--- src/rtl/booth_seq_mult_pkg.sv ---
// Shared types for the radix-4 Booth sequential multiplier:
// controller states and Booth partial-product select codes.
package booth_seq_mult_pkg;

    typedef enum logic [1:0] {
        IDLE,
        CALC,
        DONE
    } state_t;

    typedef enum logic [2:0] {
        SEL_ZERO,
        SEL_PM,
        SEL_P2M,
        SEL_NM,
        SEL_N2M
    } booth_sel_t;

    function automatic booth_sel_t booth_sel(
        input logic neg,
        input logic one,
        input logic two
    );
        booth_sel_t s;
        case ({neg, one, two})
            3'b010:  s = SEL_PM;
            3'b001:  s = SEL_P2M;
            3'b110:  s = SEL_NM;
            3'b101:  s = SEL_N2M;
            default: s = SEL_ZERO;
        endcase
        return s;
    endfunction

endpackage

--- src/rtl/booth_seq_mult_encoder.sv ---
// Radix-4 Booth triplet decoder: {q1, q0, q_-1} -> neg/one/two.
module booth_encoder (
    input  logic [2:0] triplet_i,
    output logic       neg_o,
    output logic       one_o,
    output logic       two_o
);

    // 111 is a zero digit, so it must not assert neg
    assign neg_o = triplet_i[2] & ~(triplet_i[1] & triplet_i[0]);
    assign one_o = triplet_i[1] ^ triplet_i[0];
    assign two_o = (triplet_i == 3'b011) | (triplet_i == 3'b100);

endmodule

--- src/rtl/booth_seq_mult.sv ---
// Radix-4 Booth sequential signed multiplier: one digit per CALC
// cycle, N/2 digits, product latched on entry to DONE.
module booth_seq_mult
    import booth_seq_mult_pkg::*;
#(
    parameter int NUMBER_OF_BITS = 12
) (
    input  logic                          clk,
    input  logic                          rst,
    input  logic                          start,
    input  logic [NUMBER_OF_BITS-1:0]     multiplicand,
    input  logic [NUMBER_OF_BITS-1:0]     multiplier,
    output logic                          busy,
    output logic                          done,
    output logic [2*NUMBER_OF_BITS-1:0]   product
);

    localparam int N  = NUMBER_OF_BITS;
    localparam int CW = $clog2(N/2) + 1;
    localparam logic [CW-1:0] LAST = CW'(N/2);

    state_t          state_q, state_d;
    logic [N-1:0]    m_q, m_d;
    logic [N+1:0]    acc_q, acc_d;
    logic [N-1:0]    q_q, q_d;
    logic            qm1_q, qm1_d;
    logic [CW-1:0]   cnt_q, cnt_d;
    logic [2*N-1:0]  product_q, product_d;

    logic            neg, one, two;
    booth_sel_t      sel;
    logic [N+1:0]    m_ext;
    logic [N+1:0]    addend;
    logic [N+1:0]    sum;

    booth_encoder u_enc (
        .triplet_i ({q_q[1:0], qm1_q}),
        .neg_o     (neg),
        .one_o     (one),
        .two_o     (two)
    );

    assign sel   = booth_sel(neg, one, two);
    assign m_ext = {{2{m_q[N-1]}}, m_q};

    always_comb begin
        addend = '0;
        case (sel)
            SEL_PM:  addend = m_ext;
            SEL_P2M: addend = m_ext << 1;
            SEL_NM:  addend = -m_ext;
            SEL_N2M: addend = -(m_ext << 1);
            default: addend = '0;
        endcase
    end

    assign sum = acc_q + addend;

    always_comb begin
        state_d   = state_q;
        m_d       = m_q;
        acc_d     = acc_q;
        q_d       = q_q;
        qm1_d     = qm1_q;
        cnt_d     = cnt_q;
        product_d = product_q;
        case (state_q)
            IDLE: begin
                if (start) begin
                    m_d     = multiplicand;
                    q_d     = multiplier;
                    acc_d   = '0;
                    qm1_d   = 1'b0;
                    cnt_d   = '0;
                    state_d = CALC;
                end
            end
            CALC: begin
                // the terminal CALC cycle only retires the result
                if (cnt_q == LAST) begin
                    product_d = {acc_q[N-1:0], q_q};
                    state_d   = DONE;
                end else begin
                    acc_d = {{2{sum[N+1]}}, sum[N+1:2]};
                    q_d   = {sum[1:0], q_q[N-1:2]};
                    qm1_d = q_q[1];
                    cnt_d = cnt_q + 1'b1;
                end
            end
            DONE:    state_d = IDLE;
            default: state_d = IDLE;
        endcase
    end

    always_ff @(posedge clk) begin
        if (rst) begin
            state_q   <= IDLE;
            m_q       <= '0;
            acc_q     <= '0;
            q_q       <= '0;
            qm1_q     <= 1'b0;
            cnt_q     <= '0;
            product_q <= '0;
        end else begin
            state_q   <= state_d;
            m_q       <= m_d;
            acc_q     <= acc_d;
            q_q       <= q_d;
            qm1_q     <= qm1_d;
            cnt_q     <= cnt_d;
            product_q <= product_d;
        end
    end

    assign busy    = (state_q != IDLE);
    assign done    = (state_q == DONE);
    assign product = product_q;

endmodule
--- config.mk ---
export PLATFORM = sky130hd
export DESIGN_NAME = booth_seq_mult
export DESIGN_NICKNAME = d
export VERILOG_FILES = /design/src/rtl/booth_seq_mult_pkg.sv /design/src/rtl/booth_seq_mult_encoder.sv /design/src/rtl/booth_seq_mult.sv
export SDC_FILE = /design/constraint.sdc
export NUM_CORES = 1
export LEC_CHECK = 0
export CORE_ASPECT_RATIO = 0.6
export CORE_MARGIN = 5
export CORE_UTILIZATION = 55
export CTS_BUF_LIST = sky130_fd_sc_hd__clkbuf_2 sky130_fd_sc_hd__clkbuf_4 sky130_fd_sc_hd__clkbuf_8
export DETAILED_ROUTE_END_ITERATION = 16
export GPL_ROUTABILITY_DRIVEN = 0
export PLACE_DENSITY_LB_ADDON = 0.25
export SLEW_MARGIN = 10
export SYNTH_ARGS = -nofsm -noshare
export SYNTH_HDL_FRONTEND = slang
export SYNTH_HIERARCHICAL = 1
export SYNTH_SLANG_ARGS = --single-unit
--- constraint.sdc ---
create_clock -name clk -period 13.7 [get_ports clk]
set_input_delay 3.425 -clock clk [delete_from_list [all_inputs] [get_ports clk]]
set_output_delay 3.425 -clock clk [all_outputs]
set_load 0.02 [all_outputs]
# Word level (Yosys, flattened, before mapping)
# Cells that the tools add are included.
# word_totals
elab_cells	56
register_bits	69
# op_classes
muxes	17
bitwise_logic	5
addsub	4
n_reduce_logical	7
eq_ne	16
# op_table
cell	n
$pmux 14 s4	1
$mux 14	2
$neg 14->14	2
$pmux 14 s2	1
$mux 12	2
$pmux 12 s2	1
$add 14x14->14	1
$eq 3x2->1 const B	4
$eq 3x3->1 const B	4
$pmux 3 s4	1
$mux 4	2
$pmux 4 s2	1
$eq 3x1->1 const B	2
$ne 2x2->1 const B	3
$reduce_and 2->1	3
$add 4x1->4 const B	1
$eq 4x3->1 const B	1
$mux 2	2
$pmux 2 s2	1
$reduce_bool 2->1	2
$reduce_and 3->1	1
$and 1x1->1	2
$eq 2x1->1 const B	1
$eq 2x2->1 const B	1
6 further kinds	7

# Depth between registers and ports, before layout
# Gate-level depths: netlist of run 1.
# logic_depth
depth_word	10
mapped_depth	20
depth_no_buf	19

# Cells and area by module
# Netlist of run 1, hierarchy kept.
# modules_own_cells
mod	seq_area_each_um2	area_per_inst_um2	instances	cells_per_inst
booth_seq_mult	1341.3	3836.2	1	511
booth_encoder	0.0	53.8	1	6

# Least setup slack after synthesis of run 1
# Ideal clock, no wire load.
# synth_path
kind	in2reg
start	in start
end	reg q_q[10]
n_path_buf	2
arrival_ns	4.357
path_stages	5
slack_ns	9.201
cell_sequence	nand2_1 -> nand2_1 -> clkbuf_1 -> clkbuf_1 -> a311oi_1
# synth_via
elab_chain_cells	2
# synth_rtl
element	line_no	rtl
start, declared	booth_seq_mult.sv:10	input logic start,
$ne 2x2->1 (no source line)	-	
$reduce_and 3->1 (no source line)	-	
end signal, assigned	booth_seq_mult.sv:108	q_q <= q_d;
end, declared	booth_seq_mult.sv:25	logic [N-1:0] q_q, q_d;
# No other way between the ends.
# A chain may end at the register's enable or synchronous reset.

# Final worst setup path of run 1
# layout_path
start	in start
end	reg acc_q[10]
# layout_via
elab_chain_cells	2
# layout_rtl
element	line_no	rtl
$ne 2x2->1 (no source line)	-	
$reduce_and 3->1 (no source line)	-	
end signal, assigned	booth_seq_mult.sv:99	acc_q <= '0;
end signal, assigned	booth_seq_mult.sv:107	acc_q <= acc_d;
end, declared	booth_seq_mult.sv:24	logic [N+1:0] acc_q, acc_d;
# No other way between the ends.

==> results.json, run 1 <==
{
  "crit_family": "simple AND/OR/NAND/NOR gates",
  "max_freq_mhz": 179.6,
  "cap_violations": 0,
  "multiInputGateArea_um2": 2354,
  "layout.nets": 599,
  "worst_pin_slew_ns": 1.138,
  "yosysUniqueCellTypes": 52,
  "die_x_um": 118.6,
  "routed-wl-met3_um": 843,
  "fill_cells": 593,
  "tns_ns": 0,
  "dr_wl_met2_mm": 4.333,
  "crit_chain": "clkdlybuf4s50_1 -> nand2_1 -> nand2_1 -> nor2_1 -> a22o_1",
  "setup_viol_count_final": 0,
  "ys_ff_latch": 67,
  "utilization_pct": 67.64,
  "grt-ovfl-total": 0,
  "dp_cells": 625,
  "cts_resized": 0,
  "hold_path_class": "reg2reg",
  "final_cell_mix": "117 x nand2_1, 67 x a21oi_1, 67 x dfxtp_1",
  "async_flop_share_pct": 0,
  "drt-initial-drc-count": 349,
  "vias": 3790,
  "path_buf_inv": 1,
  "area_growth_pct": 17.59,
  "cellPowerDensity_nw_per_um2": 101.3,
  "finalMaxSlewViolations": 0,
  "met1Wirelength_mm": 4.747,
  "wl_per_cell_um": 15.64,
  "dr.max_layer_used": "met4",
  "clk_latency_ns": 0.34,
  "antenna_cells": 0,
  "seqCellArea_um2": 1341,
  "vias_per_cell": 5.922,
  "crit_required_ns": 13.98,
  "numCtsBuffers": 9,
  "post_synth_instance_area_um2": 3890,
  "die_h_um": 75.15,
  "ys_warn_count": 6,
  "finalCriticalPeriod_ns": 5.569,
  "critPathMaxFanout": 29,
  "row_count": 23,
  "grt_use_total_pct": 22.72,
  "ant_nets": 0,
  "drive_gt1_share_pct": 4.702,
  "syn-mean-instance-area_um2": 7.524,
  "firstDrtPassIters": 5,
  "cpMostUsedCell": "nand2_1",
  "worstSetupEndpointType": "flop",
  "slew_headroom_pct": 23.67,
  "grt_pass1_vias": 3453,
  "clk_pin_slew_ns": 0.07,
  "slowest_delay_ns": 0.70,
  "post-route-drc-count": 0,
  "io_pins": 53,
  "grt_pass1_wl_mm": 16.39,
  "io_buffers": 52,
  "stdcell_count": 640,
  "dieArea_um2": 8910,
  "synth_nets": 567,
  "antenna_found_initial": 0,
  "drt-total-wl_mm": 10.01,
  "numClockSinks": 67,
  "crit_path_start_kind": "primary input",
  "htree_num_levels": 3,
  "synth_cells": 517,
  "post_cts_buffers": 0,
  "synth_ff_type": "dfxtp_1",
  "initial_core_util_pct": 57.52,
  "slowest_stage": "nand2_1",
  "cts-root-buf": "clkbuf_8",
  "core_area_um2": 6763,
  "seq_area_frac_synth_pct": 34.48,
  "hpwl_mm": 7.100,
  "synth_edf_count": 0,
  "status": "complete, no violations",
  "grt_max_degree": 64,
  "period_share_pct": 40.65,
  "cts_tree": "yes",
  "postCtsHoldBufs": 0,
  "clock_path_buffers": 2,
  "criticalPathCategory": "in2reg",
  "vdd_ir_drop_max_v": 0.00007311,
  "skew_ns": 0.007225,
  "critPathArrivalTime_ns": 5.85,
  "hold_viol": 0,
  "leakagePower_nw": 1.745,
  "rsz0062_at_grt": "no",
  "layout_commonest_cell": "nand2_1"
}
[synth_stat cells (2+ instances only)]
cell       count  area [um^2]
nand3_1        4        20.02
nor2_1        48        180.2
a221oi_1       4        35.03
or3_4          2        22.52
o21ai_1       12        60.06
a22o_1         6        52.55
ha_1          22        275.3
nand3b_1       3        22.52
or3_1          6        37.54
nand2_1      117        439.2
dfxtp_1       67         1341
clkbuf_1      26        97.59
inv_1         14        52.55
nand2b_1       2        12.51
o211ai_1       2        15.01
a311oi_1      13        113.9
buf_2          3        15.01
a21o_1         7        52.55
o21a_1         4        30.03
o21bai_1       4        30.03
xor2_1         4        35.03
a2111oi_0      3        26.28
a22oi_1        3        22.52
o21ai_0        4        20.02
xnor2_1        9        78.83
nor4_4         2        42.54
nor3b_1        2        15.01
o31ai_1        2        15.01
a31oi_1        6        37.54
nor2b_1        4        25.02
a21oi_1       67        335.3
or2_1          3        18.77
a211oi_1       7        52.55
nor3_1        16        80.08
buf_6          2        22.52
[logic make-up (layout without fill, tap and decap cells)]
kind of cell	after synthesis	in the layout	share of synthesized area [%]
simple gates	215	215	24.77
compound gates	151	151	24.83
flops	67	67	34.48
buf+inv	47	83	5.017
fa+ha+maj	23	23	7.591
xor+xnor	13	13	2.927
mux	1	1	0.3859
[worst reg2reg max path, cell delays in order, from the launching register on]
cell and delay [ns]:
dfxtp_1 0.38, inv_1 0.06, ha_1 0.18, mux2_4 0.28
ha_1 0.65, nor2b_1 0.12, nand2b_1 0.17, a211oi_1 0.95
a222oi_1 0.20, a21oi_1 0.27, ha_1 0.31, a21o_1 0.17
a21o_1 0.20, a2111oi_0 0.81, o211ai_1 0.16, a31oi_1 0.24
xnor2_1 0.11, a22o_1 0.20
[flip-flops by register name (all words and copies together) (netlist names)]
| signal | count |
|---|---|
| m_q | 12 |
| state_q | 2 |
| q_q | 12 |
| qm1_q | 1 |
| product | 24 |
| cnt_q | 4 |
| acc_q | 12 |
[where the power goes]
group	leakage [nW]	internal, W	switching, W
Sequential	0.545	0.000202	0.00000941
Combinational	1.10	0.0000354	0.0000550
Clock	0.102	0.0000873	0.0000743
[worst paths after layout]
path          startpoint          end  slack [ns]  cells after the start
max                start    acc_q[10]        8.13                      5
min          product[20]  product[20]        0.45                      2
max reg2reg       q_q[0]    acc_q[10]        8.15                     17
min reg2reg  product[20]  product[20]        0.45                      2
[metal layers]
metal  vias up  global-route usage (%)
met5         -                       0
met2       158                   36.25
li1       1883                       -
met1      1733                   31.40
met4         0                   6.038
met3        16                   5.405
[per-stage QoR]
stage	cell area, um^2	worst slack, ns	total power, W	hold WS [ns]
floorplan	3890	9.201	0.0002811	0.4455
global placement	4383	7.892	0.0002999	0.4425
detailed placement	4383	7.803	0.0003036	0.4453
CTS	4574	8.169	0.0004641	0.4554
global route	4574	7.859	0.0004843	0.4677
finish	4574	8.131	0.0004636	0.4536
[layout make-up]
type | count | area share (%)
Tap cell | 87 | 2.380
Inverter | 15 | 1.231
Clock inverter | 5 | 1.176
Timing Repair Buffer | 53 | 11.43
Sequential cell | 67 | 29.32
Multi-Input combinational cell | 403 | 51.45
Clock buffer | 10 | 3.009
(Power assumes the default switching activity.)
==> inputs of run 2 (changes only) <==
==> constraint.sdc (replaced) <==
create_clock -name clk -period 5.84 [get_ports clk]
set_input_delay 1.46 -clock clk [delete_from_list [all_inputs] [get_ports clk]]
set_output_delay 1.46 -clock clk [all_outputs]
set_load 0.02 [all_outputs]
==> results.json, run 2 (synthesis results as in run 1) <==
{
  "io_pins": 53,
  "min_from": "product[21]",
  "row_count": 23,
  "tns_ns": 0,
  "grt_use_total_pct": 23.50,
  "die_h_um": 75.15,
  "antenna_found_initial": 0,
  "slew_headroom_pct": 37.90,
  "cellPowerDensity_nw_per_um2": 242.8,
  "area_growth_pct": 18.98,
  "period_share_pct": 86.40,
  "grt-ovfl-total": 0,
  "p_int_w": 0.0007855,
  "hold_viol": 0,
  "numClockSinks": 67,
  "post-route-drc-count": 0,
  "antenna_cells": 0,
  "rr_startpoint": "q_q[0]",
  "startpoint": "q_q[0]",
  "numCtsBuffers": 9,
  "leakagePower_nw": 1.778,
  "clock_path_buffers": 2,
  "clk_latency_ns": 0.36,
  "clk_pin_slew_ns": 0.07,
  "hold_path_class": "reg2reg",
  "vias_per_cell": 5.912,
  "slowest_stage": "a2111oi_0",
  "die_x_um": 118.6,
  "crit_family": "compound AO/OA/AOI/OAI gates",
  "swShare_pct": 30.09,
  "slowest_delay_ns": 0.75,
  "cts-root-buf": "clkbuf_8",
  "vias": 3819,
  "cap_violations": 0,
  "utilization_pct": 68.44,
  "rsz0062_at_grt": "no",
  "final_cell_mix": "117 x nand2_1, 67 x a21oi_1, 67 x dfxtp_1",
  "skew_ns": 0.01283,
  "cts_tree": "yes",
  "crit_chain": "inv_1 -> ha_1 -> mux2_4 -> ha_1 -> nor2b_1 -> nor3b_1 -> o21ai_1 -> buf_4 -> inv_2 -> a221oi_1 -> nor2_1 -> fa_1 -> a21o_1 -> a21o_1 -> a2111oi_0 -> o211ai_1 -> a31oi_1 -> xnor2_1 -> a22o_1",
  "cts_resized": 0,
  "firstDrtPassIters": 5,
  "grt_pass1_vias": 3395,
  "post_cts_buffers": 0,
  "pwr-share-clk_pct": 36.5,
  "core_area_um2": 6763,
  "grt_max_degree": 64,
  "layout.nets": 604,
  "htree_num_levels": 3,
  "max_freq_mhz": 198.2,
  "largest_reg_flops": 24,
  "initial_core_util_pct": 57.52,
  "layout_commonest_cell": "nand2_1",
  "pwr-share-seq_pct": 44.2,
  "io_buffers": 52,
  "drive_gt1_share_pct": 5.725,
  "path_buf_inv": 3,
  "wl_per_cell_um": 15.94,
  "status": "complete, no violations",
  "finalMaxSlewViolations": 0,
  "worst_pin_slew_ns": 0.9293,
  "grt_pass1_wl_mm": 16.68,
  "critPathMaxFanout": 18,
  "ant_nets": 0,
  "worstSetupEndpointType": "flop",
  "finalCriticalPeriod_ns": 5.046,
  "setup_viol_count_final": 0,
  "dieArea_um2": 8910,
  "crit_path_start_kind": "flop",
  "critPathArrivalTime_ns": 5.29,
  "criticalPathCategory": "reg2reg",
  "postCtsHoldBufs": 0,
  "drt-initial-drc-count": 411,
  "hpwl_mm": 7.393,
  "p_switching_w": 0.0003380,
  "pwr-share-comb_pct": 19.4,
  "crit_required_ns": 6.09,
  "vdd_ir_drop_max_v": 0.0001487,
  "drt-total-wl_mm": 10.30
}
run 2: cell types whose count changed in the layout (fill, tap and decap cells not counted):
cell	before	now
clkbuf_4	0	1
clkbuf_8	10	11
buf_4	1	6
clkinv_2	3	2
run 2: worst paths after layout:
kind / cells past startpoint / slack [ns] / end
worst max-delay path: 19 / 0.79 / acc_q[10]
worst min-delay path: 2 / 0.45 / product[21]
worst max register to register: 19 / 0.79 / acc_q[10]
worst min register to register: 2 / 0.45 / product[21]
run 2: metrics by stage:
| stage | hold WS (ns) | power, W | cells | setup WS (ns) | instance area, um^2 |
|---|---|---|---|---|---|
| 2_1_floorplan | 0.4455 | 0.0006594 | 517 | 1.393 | 3890 |
| 3_3_place_gp | 0.4414 | 0.0007077 | 630 | 1.134 | 4420 |
| 3_5_place_dp | 0.4471 | 0.0007177 | 630 | 0.9407 | 4420 |
| 4_1_cts | 0.4568 | 0.001123 | 646 | 0.9158 | 4628 |
| 5_1_grt | 0.4694 | 0.001173 | 646 | 0.5474 | 4628 |
| 6_report | 0.4535 | 0.001124 | 646 | 0.7945 | 4628 |
run 2: power groups by stage:
stage	sequential [W]	combinational [W]	clock, W
2_1_floorplan	0.000497	0.000163	0
3_3_place_gp	0.000505	0.000203	0
3_5_place_dp	0.000506	0.000212	0
4_1_cts	0.000496	0.000213	0.000415
5_1_grt	0.000498	0.000237	0.000437
6_report	0.000496	0.000218	0.000410
run 2: final cells by class:
cell class,count,area [um^2]
timing repair buffer,58,560.5
sequential,67,1341
inverter,15,56.30
clock buffer,12,158.9
clock inverter,4,48.80
tap,87,108.9
fill,574,2135
multi-input combinational,403,2354
run 2: worst register-to-register path, delay by kind of cell, from the launching register on:
family          cells  cell delay (ns)
compound gates      8             2.18
fa+ha+maj           3             1.19
simple gates        3             0.51
flops               1             0.38
buf+inv             3             0.32
mux                 1             0.28
xor+xnor            1             0.09
run 2: metal layers:
metal | track usage, % | up-vias | wire (um)
met1 | 32.01 | 1738 | 4779
met4 | 8.176 | 0 | 132
met3 | 6.907 | 13 | 995
li1 | - | 1889 | -
met2 | 36.06 | 179 | 4393
met5 | 0 | - | 0
==> inputs of run 3 (changes only) <==
--- a/config.mk
+++ b/config.mk
@@ -5,14 +5,15 @@
 export SDC_FILE = /design/constraint.sdc
 export NUM_CORES = 1
 export LEC_CHECK = 0
+export CAP_MARGIN = 20
 export CORE_ASPECT_RATIO = 0.6
 export CORE_MARGIN = 5
 export CORE_UTILIZATION = 55
 export CTS_BUF_LIST = sky130_fd_sc_hd__clkbuf_2 sky130_fd_sc_hd__clkbuf_4 sky130_fd_sc_hd__clkbuf_8
+export CTS_CLUSTER_SIZE = 25
 export DETAILED_ROUTE_END_ITERATION = 16
 export GPL_ROUTABILITY_DRIVEN = 0
 export PLACE_DENSITY_LB_ADDON = 0.25
-export SLEW_MARGIN = 10
 export SYNTH_ARGS = -nofsm -noshare
 export SYNTH_HDL_FRONTEND = slang
 export SYNTH_HIERARCHICAL = 1
==> results of run 3 <==
Final layout, timing and power as in run 2 (identical DEF).
